### src/rtl/prep_mac_pipe.sv
// prep_mac_pipe: two-stage pipelined unsigned multiply-accumulate unit.
//   Stage 1 registers the full-width product A*B together with MAC and a valid bit.
//   Stage 2 loads or accumulates the (width-adjusted) product into Q.
// Optional feature macro: PREP_MAC_SAT_EN
//   defined   -> product truncation and accumulate carry saturate to all-ones, sticky OVF
//   undefined -> arithmetic wraps modulo 2^QW, OVF tied to 0
// Ports:
//   CLK      clock, rising edge
//   RST_N    asynchronous active-low reset
//   CLR      synchronous clear of accumulator, OVF and pipeline valids
//   IN_VLD   A/B/MAC valid this cycle
//   MAC      1: accumulate product into Q, 0: load product into Q
//   A, B     unsigned operands (AW / BW bits)
//   Q        accumulator (QW bits, registered)
//   OUT_VLD  one-cycle pulse when Q was updated by a sample
//   OVF      sticky saturation flag
module prep_mac_pipe #(
    parameter int unsigned AW = 4,
    parameter int unsigned BW = 4,
    parameter int unsigned QW = 8
) (
    input  logic          CLK,
    input  logic          RST_N,
    input  logic          CLR,
    input  logic          IN_VLD,
    input  logic          MAC,
    input  logic [AW-1:0] A,
    input  logic [BW-1:0] B,
    output logic [QW-1:0] Q,
    output logic          OUT_VLD,
    output logic          OVF
);

    localparam int unsigned PW = AW + BW;

    logic [PW-1:0] p;
    logic          mac_r;
    logic          vld_r;
    logic [QW-1:0] p_low;

    // Stage 1: full-width product; P and mac_r hold while idle
    always_ff @(posedge CLK or negedge RST_N) begin
        if (!RST_N) begin
            p     <= '0;
            mac_r <= 1'b0;
            vld_r <= 1'b0;
        end else if (CLR) begin
            vld_r <= 1'b0;
        end else if (IN_VLD) begin
            p     <= PW'(A) * PW'(B);
            mac_r <= MAC;
            vld_r <= 1'b1;
        end else begin
            vld_r <= 1'b0;
        end
    end

    // Product fitted to accumulator width: zero-extend or keep low bits
    generate
        if (QW >= PW) begin : g_ext
            assign p_low = QW'(p);
        end else begin : g_trunc
            assign p_low = p[QW-1:0];
        end
    endgenerate

`ifdef PREP_MAC_SAT_EN
    logic          p_big;
    logic [QW-1:0] p_sat;
    logic [QW:0]   sum;

    // Product does not fit in QW bits only when the product is wider than Q
    generate
        if (PW > QW) begin : g_big
            assign p_big = |p[PW-1:QW];
        end else begin : g_nobig
            assign p_big = 1'b0;
        end
    endgenerate

    // Saturated product and carry-extended sum
    always_comb begin
        p_sat = p_big ? {QW{1'b1}} : p_low;
        sum   = {1'b0, Q} + {1'b0, p_sat};
    end

    // Stage 2: load/accumulate with saturation and sticky overflow
    always_ff @(posedge CLK or negedge RST_N) begin
        if (!RST_N) begin
            Q       <= '0;
            OUT_VLD <= 1'b0;
            OVF     <= 1'b0;
        end else if (CLR) begin
            Q       <= '0;
            OUT_VLD <= 1'b0;
            OVF     <= 1'b0;
        end else if (vld_r) begin
            OUT_VLD <= 1'b1;
            if (mac_r) begin
                Q   <= sum[QW] ? {QW{1'b1}} : sum[QW-1:0];
                OVF <= OVF | p_big | sum[QW];
            end else begin
                // A load restarts the overflow history
                Q   <= p_sat;
                OVF <= p_big;
            end
        end else begin
            OUT_VLD <= 1'b0;
        end
    end
`else
    logic [QW-1:0] sum;

    // Wrapping sum; the carry out is simply dropped
    assign sum = Q + p_low;

    // Stage 2: load/accumulate modulo 2^QW
    always_ff @(posedge CLK or negedge RST_N) begin
        if (!RST_N) begin
            Q       <= '0;
            OUT_VLD <= 1'b0;
        end else if (CLR) begin
            Q       <= '0;
            OUT_VLD <= 1'b0;
        end else if (vld_r) begin
            OUT_VLD <= 1'b1;
            Q       <= mac_r ? sum : p_low;
        end else begin
            OUT_VLD <= 1'b0;
        end
    end

    assign OVF = 1'b0;
`endif

endmodule

### config.mk
export PLATFORM = sky130hd
export DESIGN_NAME = prep_mac_pipe
export DESIGN_NICKNAME = d
export VERILOG_FILES = /design/src/rtl/prep_mac_pipe.sv
export SDC_FILE = /design/constraint.sdc
export NUM_CORES = 1
export LEC_CHECK = 0
export BUFFER_PORTS_ARGS = -buffer_cell sky130_fd_sc_hd__buf_4
export CAP_MARGIN = 20
export CORE_MARGIN = 4
export CORE_UTILIZATION = 49
export DETAILED_ROUTE_END_ITERATION = 7
export GPL_TIMING_DRIVEN = 0
export HOLD_SLACK_MARGIN = 0.15
export PLACE_DENSITY_LB_ADDON = 0.05
export SLEW_MARGIN = 10
export SYNTH_ARGS = -nofsm -noshare
export SYNTH_HDL_FRONTEND = slang
export SYNTH_SLANG_ARGS = --single-unit
### constraint.sdc
create_clock -name CLK -period 1.72 [get_ports CLK]
set_input_delay 0.172 -clock CLK [delete_from_list [all_inputs] [get_ports CLK]]
set_output_delay 0.172 -clock CLK [all_outputs]
set_load 0.01 [all_outputs]
Word level (Yosys, flattened, before mapping)
Index checks and enable logic that the tools add are counted.
{ "word_totals": {"reg_bits": 19, "in_bits": 13, "output_inout_bits": 10, "elab_cells": 17} }
{ "op_classes": {"n_addsub": 1, "n_mul": 1, "muxes": 7, "n_bitwise": 1, "n_reduce_logical": 2} }
{ "ops": {"columns": ["op", "n"], "rows": [
  ["2-to-1 mux 8 bit", 3],
  ["adder 8 bit", 1],
  ["multiplier 4 x 4 -> 8 bit", 1],
  ["2-to-1 mux 1 bit", 4],
  ["AND reduction 2 bit", 1],
  ["nonzero test 2 bit", 1],
  ["inverter 1 bit", 1]
]} }

Logic depth before layout (Yosys ltp)
Gate-level depths: netlist of run 1.
{ "logic_depth": {"word_depth": 4, "ltp_mapped": 10, "ltp_nobuf": 10} }

Worst setup path before layout of run 1
Ideal clock, no wire load.
{ "synth_timing": {"path_kind": "input -> register", "start": "input port A[0]", "end": "register p[7]", "setup_time_ps": 69, "arrival_time_ps": 2432, "slack_ps": -781, "stages": 10, "n_path_buf": 0, "cell_sequence": "nand2_1 -> fa_1 -> inv_1 -> fa_1 -> ha_1 -> a21o_1 -> a21o_1 -> a21oi_1 -> or4b_1 -> nand3_1"} }
{ "synth_via": {"elab_chain_cells": 1} }
{ "synth_rtl": {"columns": ["item", "line_no", "text"], "rows": [
  ["from (decl)", "27", "input logic [AW-1:0] A,"],
  ["multiplier 4 x 4 -> 8 bit", "50", "p <= PW'(A) * PW'(B);"],
  ["to (signal assigned)", "50", null],
  ["to (decl)", "36", "logic [PW-1:0] p;"]
]} }
Every way passes these cells.
A chain may end at the register's enable or synchronous reset.

Worst setup path after layout of run 1
Same ends and word-level chain as after synthesis.

==> impl_metrics.yaml, run 1 <==
run_status:
  outcome: "finished, violations left"
  violations: "negative setup slack"
logic_synthesis:
  synth_area_leader_cell: "dfrtp_1"
  yosysTopAreaCellShare_pct: 29.7
  ys_seq_area_share_pct: 29.7
  netlist_top_cells_area: "dfrtp_1 (30%), ha_1 (15%), fa_1 (6.3%)"
  synthTopCellsByCount: "nand2_1 (21), dfrtp_1 (19), ha_1 (19), and2_1 (12), nor2_1 (12)"
  yosysMostFrequentCell: "nand2_1"
  ys_async_sr_fraction_pct: 100
  synth_cell_type_count: 46
  synth_edf_count: 0
  synth_flop_cell: "dfrtp_1"
  yosysWarnings: 0
  ys_ff_latch: 19
  synth_nets: 210
  syn_area_per_cell_um2: 9.26
  synth_cells: 173
  synth_area_um2: 1600
grt:
  grt_pass1_wl_um: 6130
  grt_use_total_pct: 18.4
  antenna_found_initial: 0
  grt_overflow_total: 0
  grt_max_degree: 20
  grt_pass1_vias: 1411
timing:
  hold_slack_ns: 0.209
  hold_viol_final: 0
  period_share_pct: 132
  setup_viol_count_final: 7
  fmax_mhz: 441
  totalNegativeSetupSlack_ns: -2.06
  grt_setup_unrepaired: "true"
  post-route-min-period_ns: 2.27
  setup_ws_ns: -0.548
  drv_slew: 0
  fin_worst_skew_ns: 0.00406
place:
  routabilityCongestion: 0.845
  dpl.cell_count: 238
  post-place-ws_ns: -0.946
  dp_hpwl_um: 2630
  place_area_um2: 1840
  numPortBuffers: 21
worst_setup_path:
  cp.required_ns: 1.96
  cp_max_fo: 2
  r2r_cells: 8
  startpoint_type: "input pin"
  arrival_ns: 2.51
  reg2reg_slack_ns: -0.11
  reg2reg_from: "Q[0]"
  crit_path_end_kind: "flop"
  critPathKind: "in -> reg"
  reg2reg_to: "Q[4]"
clocking:
  clockBufferDepth: 2
  clkSinkCount: 19
  cts-root-buf: "clkbuf_4"
  numCtsBuffers: 3
  ctsHtreeMaxLevel: 1
  clk_latency_ns: 0.30
  cts_tree: "yes"
  path_clk_slew_ns: 0.12
finish:
  stdcell_count: 260
  syn_to_final_growth_pct: 31.4
  fin_area_um2: 2100
  diodes: 0
  nets: 254
  final_layout_size_suffix_gt1_share_pct: 30.6
  utilization_pct: 68.4
routing:
  vias_per_cell: 5.49
  route.detailed.drc: 0
  wl_per_cell_um: 14.1
  drt_iter0_drc: 90
  firstDrtPassIters: 4
  vias: 1427
  ant_nets: 0
  wl_um: 3660
floorplan:
  start_util_pct: 52.0
  die_w_um: 65.2
  core-area_um2: 3080
  dieArea_um2: 4250
  dieHeight_um: 65.2
  rows: 20
  io_pins: 23
power_and_ir_drop:
  p_total_mw: 1.45
  peakVddDrop_mv: 0.252
  p_leak_nw: 1.03
  power_density_nw_per_um2: 691
min_path:
  worstHoldPathType: "in -> reg"
  hold_path_depth: 4
  min_from: "A[0]"
  min_to: "p[0]"
job:
  maxCapViolations: 0
-- flip-flops by register name, indices dropped and copies added, names as in the netlist --
register / flops
OUT_VLD: 1
Q: 8
mac_r: 1
p: 8
vld_r: 1
-- report_power, final --
part	internal [mW]	total (mW)	leakage, nW	switching [mW]
clock	0.0904	0.238	0.0150	0.147
combinational	0.332	0.651	0.765	0.319
sequential	0.502	0.565	0.248	0.0635
-- critical path, stage by stage --
cell	delay (ns)
buf_8	0.09
nand2_8	0.05
fa_1	0.54
inv_2	0.04
fa_1	0.46
ha_1	0.29
a21o_1	0.12
a21o_1	0.15
a21oi_2	0.07
or4b_1	0.46
nand3_1	0.08
-- how the worst max path moves through the flow --
| stage | startpoint | end | slack [ns] | cells after the start |
|---|---|---|---|---|
| 2_1_floorplan | A[0] | p[7] | -0.68 | 10 |
| 3_3_place_gp | A[0] | p[7] | -0.90 | 11 |
| 3_5_place_dp | A[0] | p[7] | -0.95 | 11 |
| 4_1_cts | B[3] | p[7] | -0.54 | 11 |
| 5_1_grt | A[0] | p[7] | -0.64 | 11 |
| 6_report | A[0] | p[7] | -0.55 | 11 |
-- logic make-up (layout without fill, tap and decap cells) --
group,after synthesis,in the layout,synth area share (%)
and+or+nand+nor,72,72,23.5
AOI/OAI and AO/OA,35,35,15.8
adders and majority gates,24,24,21.1
DFF,19,19,29.7
buffers and inverters,12,55,3.75
xor gates and xnor gates,5,5,2.73
muxes,5,5,3.20
other,1,1,0.234
-- placed cells by master (no fill, tap or decap), types with 2 or more instances in the layout --
cell	count
inv_1	3
nand3_1	5
o21ai_1	4
buf_2	3
nor3_1	2
and3b_1	2
nor3b_1	3
ha_4	3
nand2b_1	6
a21oi_2	3
fa_2	2
buf_6	3
clkbuf_4	3
xnor2_1	3
a21o_1	3
nand2_1	19
mux2i_1	4
o21ai_0	5
fa_1	3
nor2_1	12
dlygate4sd3_1	4
o211ai_1	4
or2_2	2
and2_1	12
dfrtp_1	19
inv_2	2
ha_1	15
buf_4	32
a211oi_2	2
buf_8	2
clkbuf_1	2
a211oi_1	3
-- repair_timing --
action	CTS	global route
hold buffers	4	0
cloned	0	0
gates resized for setup	9	10
setup buffers	8	7
hold endpoints to repair	22	0
endpoints found under the setup margin	7	11
pin swaps	12	19
-- final cells by class --
type | instances | area, µm²
Multi-Input combinational cell | 142 | 1160
Timing Repair Buffer | 39 | 325
Sequential cell | 19 | 475
Clock buffer | 4 | 26.3
Inverter | 6 | 22.5
Buffer | 6 | 37.5
Tap cell | 44 | 55.1
Fill cell | 241 | 973
-- layer usage --
layer	routed length [µm]	up-vias	track usage, %	part of all wire [%]
li1	-	700	-	-
met3	182	4	2.22	5.0
met1	1510	677	21.5	41
met5	0	-	0	0
met4	51	0	7.77	1.4
met2	1920	46	33.6	52
Power figures use the tool's default switching activity.
==> run 2, diff against run 1 <==
- CORE_MARGIN: 4 -> default
==> impl_metrics.yaml, run 2 (synthesized netlist as in run 1, its figures left out) <==
place:
  numPortBuffers: 21
  dpl.cell_count: 238
  routabilityCongestion: 0.840
  dp_hpwl_um: 2520
  post-place-ws_ns: -0.938
power_and_ir_drop:
  power_density_nw_per_um2: 698
  peakVddDrop_mv: 0.276
  p_total_mw: 1.45
  p_leak_nw: 1.01
floorplan:
  start_util_pct: 52.0
  rows: 20
  dieHeight_um: 59.2
  die_w_um: 59.2
  dieArea_um2: 3500
  core-area_um2: 3080
  io_pins: 23
routing:
  vias_per_cell: 5.29
  wl_per_cell_um: 13.4
  wl_um: 3470
  firstDrtPassIters: 4
  vias: 1365
  ant_nets: 0
  drt_iter0_drc: 48
  route.detailed.drc: 0
worst_setup_path:
  reg2reg_slack_ns: -0.05
  arrival_ns: 2.54
  cp.required_ns: 1.96
  reg2reg_to: "Q[4]"
  crit_start: "B[3]"
  cp_max_fo: 2
  startpoint_type: "input pin"
  crit_path_end_kind: "flop"
  critPathKind: "in -> reg"
  r2r_cells: 8
  reg2reg_from: "Q[0]"
  crit_end: "p[7]"
finish:
  largestRegisters: "Q x8, p x8"
  nets: 252
  layout_common_cells: "buf_4 (31), nand2_1 (19), dfrtp_1 (17)"
  final_layout_size_suffix_gt1_share_pct: 29.4
  final_common_cell: "buf_4"
  diodes: 0
  stdcell_count: 258
  syn_to_final_growth_pct: 29.8
grt:
  grt_use_total_pct: 21.4
  grt_max_degree: 20
  grt_pass1_wl_um: 5660
  antenna_found_initial: 0
  grt_pass1_vias: 1323
  grt_overflow_total: 0
timing:
  hold_slack_ns: 0.224
  setup_viol_count_final: 6
  grt_setup_unrepaired: "true"
  period_share_pct: 133
  fmax_mhz: 436
  drv_slew: 0
  setup_ws_ns: -0.573
  totalNegativeSetupSlack_ns: -1.95
  fin_worst_skew_ns: 0.00112
  hold_viol_final: 0
  post-route-min-period_ns: 2.29
min_path:
  min_from: "A[0]"
  worstHoldPathType: "in -> reg"
run_status:
  outcome: "finished, violations left"
  violations: "negative setup slack"
clocking:
  clkSinkCount: 19
  cts_tree: "yes"
  cts-root-buf: "clkbuf_4"
  clk_latency_ns: 0.30
  path_clk_slew_ns: 0.11
  ctsHtreeMaxLevel: 1
  clockBufferDepth: 2
  numCtsBuffers: 3
job:
  maxCapViolations: 0
## run 2: worst min-delay path by stage
stage                         end  slack [ns]  cells after the start
after floorplan           OUT_VLD       -0.12                      0
after global placement       Q[6]        0.06                      1
after detailed placement     Q[6]        0.06                      1
after CTS                    p[0]        0.21                      4
after global routing         p[0]        0.24                      4
final                        p[0]        0.22                      4
## run 2: cell type report
cell class | instances | area [µm²]
Clock inverter | 1 | 5.00
Multi-Input combinational cell | 142 | 1150
Inverter | 6 | 22.5
Buffer | 6 | 37.5
Timing Repair Buffer | 37 | 307
Clock buffer | 3 | 22.5
Fill cell | 264 | 1000
Sequential cell | 19 | 478
Tap cell | 44 | 55.1
## run 2: metrics by stage
| step | instance area (µm²) | utilization (%) |
|---|---|---|
| floorplan | 1630 | - |
| finish | 2080 | 67.5 |
| global placement | 1840 | 59.8 |
| global route | 2080 | 67.5 |
| detailed placement | 1840 | 59.8 |
| CTS | 2000 | 65.0 |
## run 2: per-layer routing
| metal | GRT usage, % | up-vias | wire length [µm] |
|---|---|---|---|
| met5 | 0 | - | 0 |
| met4 | 8.84 | 0 | 27 |
| met3 | 1.31 | 2 | 86 |
| met2 | 39.8 | 26 | 1800 |
| met1 | 25.4 | 641 | 1550 |
| li1 | - | 696 | - |
## run 2: critical path, cell delays in order
cell and delay (ns):
buf_8 0.09, nand2_8 0.05, fa_1 0.54, inv_2 0.04, fa_1 0.47, ha_1 0.31
a21o_1 0.11, a21o_1 0.15, a21oi_2 0.07, or4b_1 0.46, nand3_1 0.08
## run 2: timing repair
item | CTS | global route
hold endpoints to repair | 22 | 0
endpoints found under the setup margin | 7 | 9
pin swaps | 13 | 12
gates resized for setup | 10 | 8
hold buffers | 4 | 0
setup buffers | 8 | 4
## run 2: power by group
group | leakage, nW | internal, mW | switching, mW | total, mW
sequential | 0.245 | 0.503 | 0.0682 | 0.571
combinational | 0.743 | 0.335 | 0.311 | 0.646
clock | 0.0177 | 0.0866 | 0.147 | 0.233
total | 1.01 | 0.924 | 0.526 | 1.45
==> run 3, diff against run 2 <==
- CORE_ASPECT_RATIO: default -> 1.1
==> impl_metrics.yaml, run 3 (synthesized netlist as in run 1, its figures left out) <==
routing:
  vias: 1412
  vias_per_cell: 5.72
  ant_nets: 0
  wl_per_cell_um: 14.0
  route.detailed.drc: 0
  wl_um: 3460
  drt_iter0_drc: 34
  firstDrtPassIters: 4
worst_setup_path:
  crit_start: "B[3]"
  reg2reg_from: "Q[0]"
  cp_max_fo: 2
  reg2reg_to: "Q[4]"
  arrival_ns: 2.49
  crit_path_end_kind: "flop"
  crit_end: "p[7]"
  r2r_cells: 8
  reg2reg_slack_ns: -0.08
  path_cells: "buf_8 -> nand2_8 -> fa_1 -> inv_1 -> fa_1 -> ha_1 -> a21o_1 -> a21o_1 -> a21oi_2 -> or4b_1 -> nand3_1"
  cp.required_ns: 1.97
  critPathKind: "in -> reg"
  critPathTopFamily: "adder cells"
  startpoint_type: "input pin"
  max_stage_delay_ns: 0.52
  slowest_stage: "fa_1"
  critPathBufInv: 2
  cp.depth: 11
place:
  numPortBuffers: 21
  dp_hpwl_um: 2540
  routabilityCongestion: 0.811
timing:
  grt_setup_unrepaired: "true"
  drv_slew: 0
  fmax_mhz: 445
  setup_ws_ns: -0.526
  period_share_pct: 131
  hold_viol_final: 0
  post-route-min-period_ns: 2.25
  fin_worst_skew_ns: 0.00266
  hold_slack_ns: 0.209
  totalNegativeSetupSlack_ns: -1.71
  setup_viol_count_final: 7
job:
  maxCapViolations: 0
finish:
  diodes: 0
  syn_to_final_growth_pct: 28.7
  nets: 251
  largestRegisters: "Q x8, p x8"
  final_common_cell: "buf_4"
  final_layout_size_suffix_gt1_share_pct: 28.6
  fill_cells: 248
  layout_common_cells: "buf_4 (30), dfrtp_1 (19), nand2_1 (18)"
min_path:
  worstHoldPathType: "in -> reg"
clocking:
  ctsHtreeMaxLevel: 1
  clockBufferDepth: 2
  clk_latency_ns: 0.30
  cts_tree: "yes"
  path_clk_slew_ns: 0.12
  clkSinkCount: 19
  cts-root-buf: "clkbuf_4"
  numCtsBuffers: 3
power_and_ir_drop:
  peakVddDrop_mv: 0.506
  p_leak_nw: 1.02
  power_density_nw_per_um2: 694
run_status:
  outcome: "finished, violations left"
  violations: "negative setup slack"
floorplan:
  die_w_um: 56.5
  io_pins: 23
  core-area_um2: 3070
  start_util_pct: 52.1
  rows: 21
  dieHeight_um: 62.0
  dieArea_um2: 3500
grt:
  antenna_found_initial: 0
  grt_use_total_pct: 20.1
  grt_pass1_vias: 1324
  grt_max_degree: 20
  grt_overflow_total: 0
  grt_pass1_wl_um: 5480
[run 3: worst min-delay path by stage]
stage               slack, ns       to  cells past startpoint  start
finish                   0.21     p[0]                      4   A[0]
detailed placement       0.06  OUT_VLD                      1  RST_N
global route             0.22     p[0]                      4   A[0]
global placement         0.06  OUT_VLD                      1  RST_N
floorplan               -0.12  OUT_VLD                      0  RST_N
CTS                      0.21     p[0]                      4   A[0]
[run 3: worst min-delay path: cells and delay by family]
kind	cells	cell delay, ns
AND/OR/NAND/NOR	2	0.12
buffers and inverters	2	0.20
[run 3: metrics by stage]
stage | std cells | cell area, µm² | setup WS (ns) | power, mW | utilization, %
floorplan | 173 | 1630 | -0.683 | 0.953 | -
global placement | 228 | 1830 | -0.900 | 1.08 | 59.5
detailed placement | 228 | 1830 | -0.948 | 1.11 | 59.5
CTS | 244 | 1980 | -0.554 | 1.38 | 64.3
global route | 247 | 2060 | -0.592 | 1.53 | 67.0
finish | 247 | 2060 | -0.526 | 1.43 | 67.0
[run 3: report_power, final]
part           leakage, nW  internal, mW  switching (mW)  total, mW
registers            0.248         0.502          0.0584      0.560
clock network       0.0177        0.0867           0.152      0.239
logic                0.757         0.319           0.311      0.630
total                 1.02         0.907           0.522       1.43
[run 3: final cells by class]
cell class | count | area (µm²) | area share [%]
multi-input combinational | 142 | 1160 | 56.1
sequential | 19 | 475 | 23.1
timing repair buffer | 36 | 299 | 14.5
tap | 34 | 42.5 | 2.06
buffer | 6 | 37.5 | 1.82
clock buffer | 3 | 22.5 | 1.09
inverter | 6 | 22.5 | 1.09
clock inverter | 1 | 5.00 | 0.243
[run 3: metal layers]
| metal | track usage [%] | vias up | part of all wire (%) |
|---|---|---|---|
| met5 | 0 | - | 0 |
| met4 | 10.1 | 0 | 2.0 |
| met3 | 1.45 | 9 | 2.8 |
| met2 | 39.7 | 34 | 54 |
| met1 | 22.2 | 674 | 41 |
| li1 | - | 695 | - |
[run 3: timing repair]
action                                 in CTS  in global routing
endpoints found under the hold margin      22                  0
setup endpoints to repair                   7                 11
buffers inserted                            8                  3
pin swaps                                  13                 14
hold buffers                                4                  0
resized for setup                           8                 10
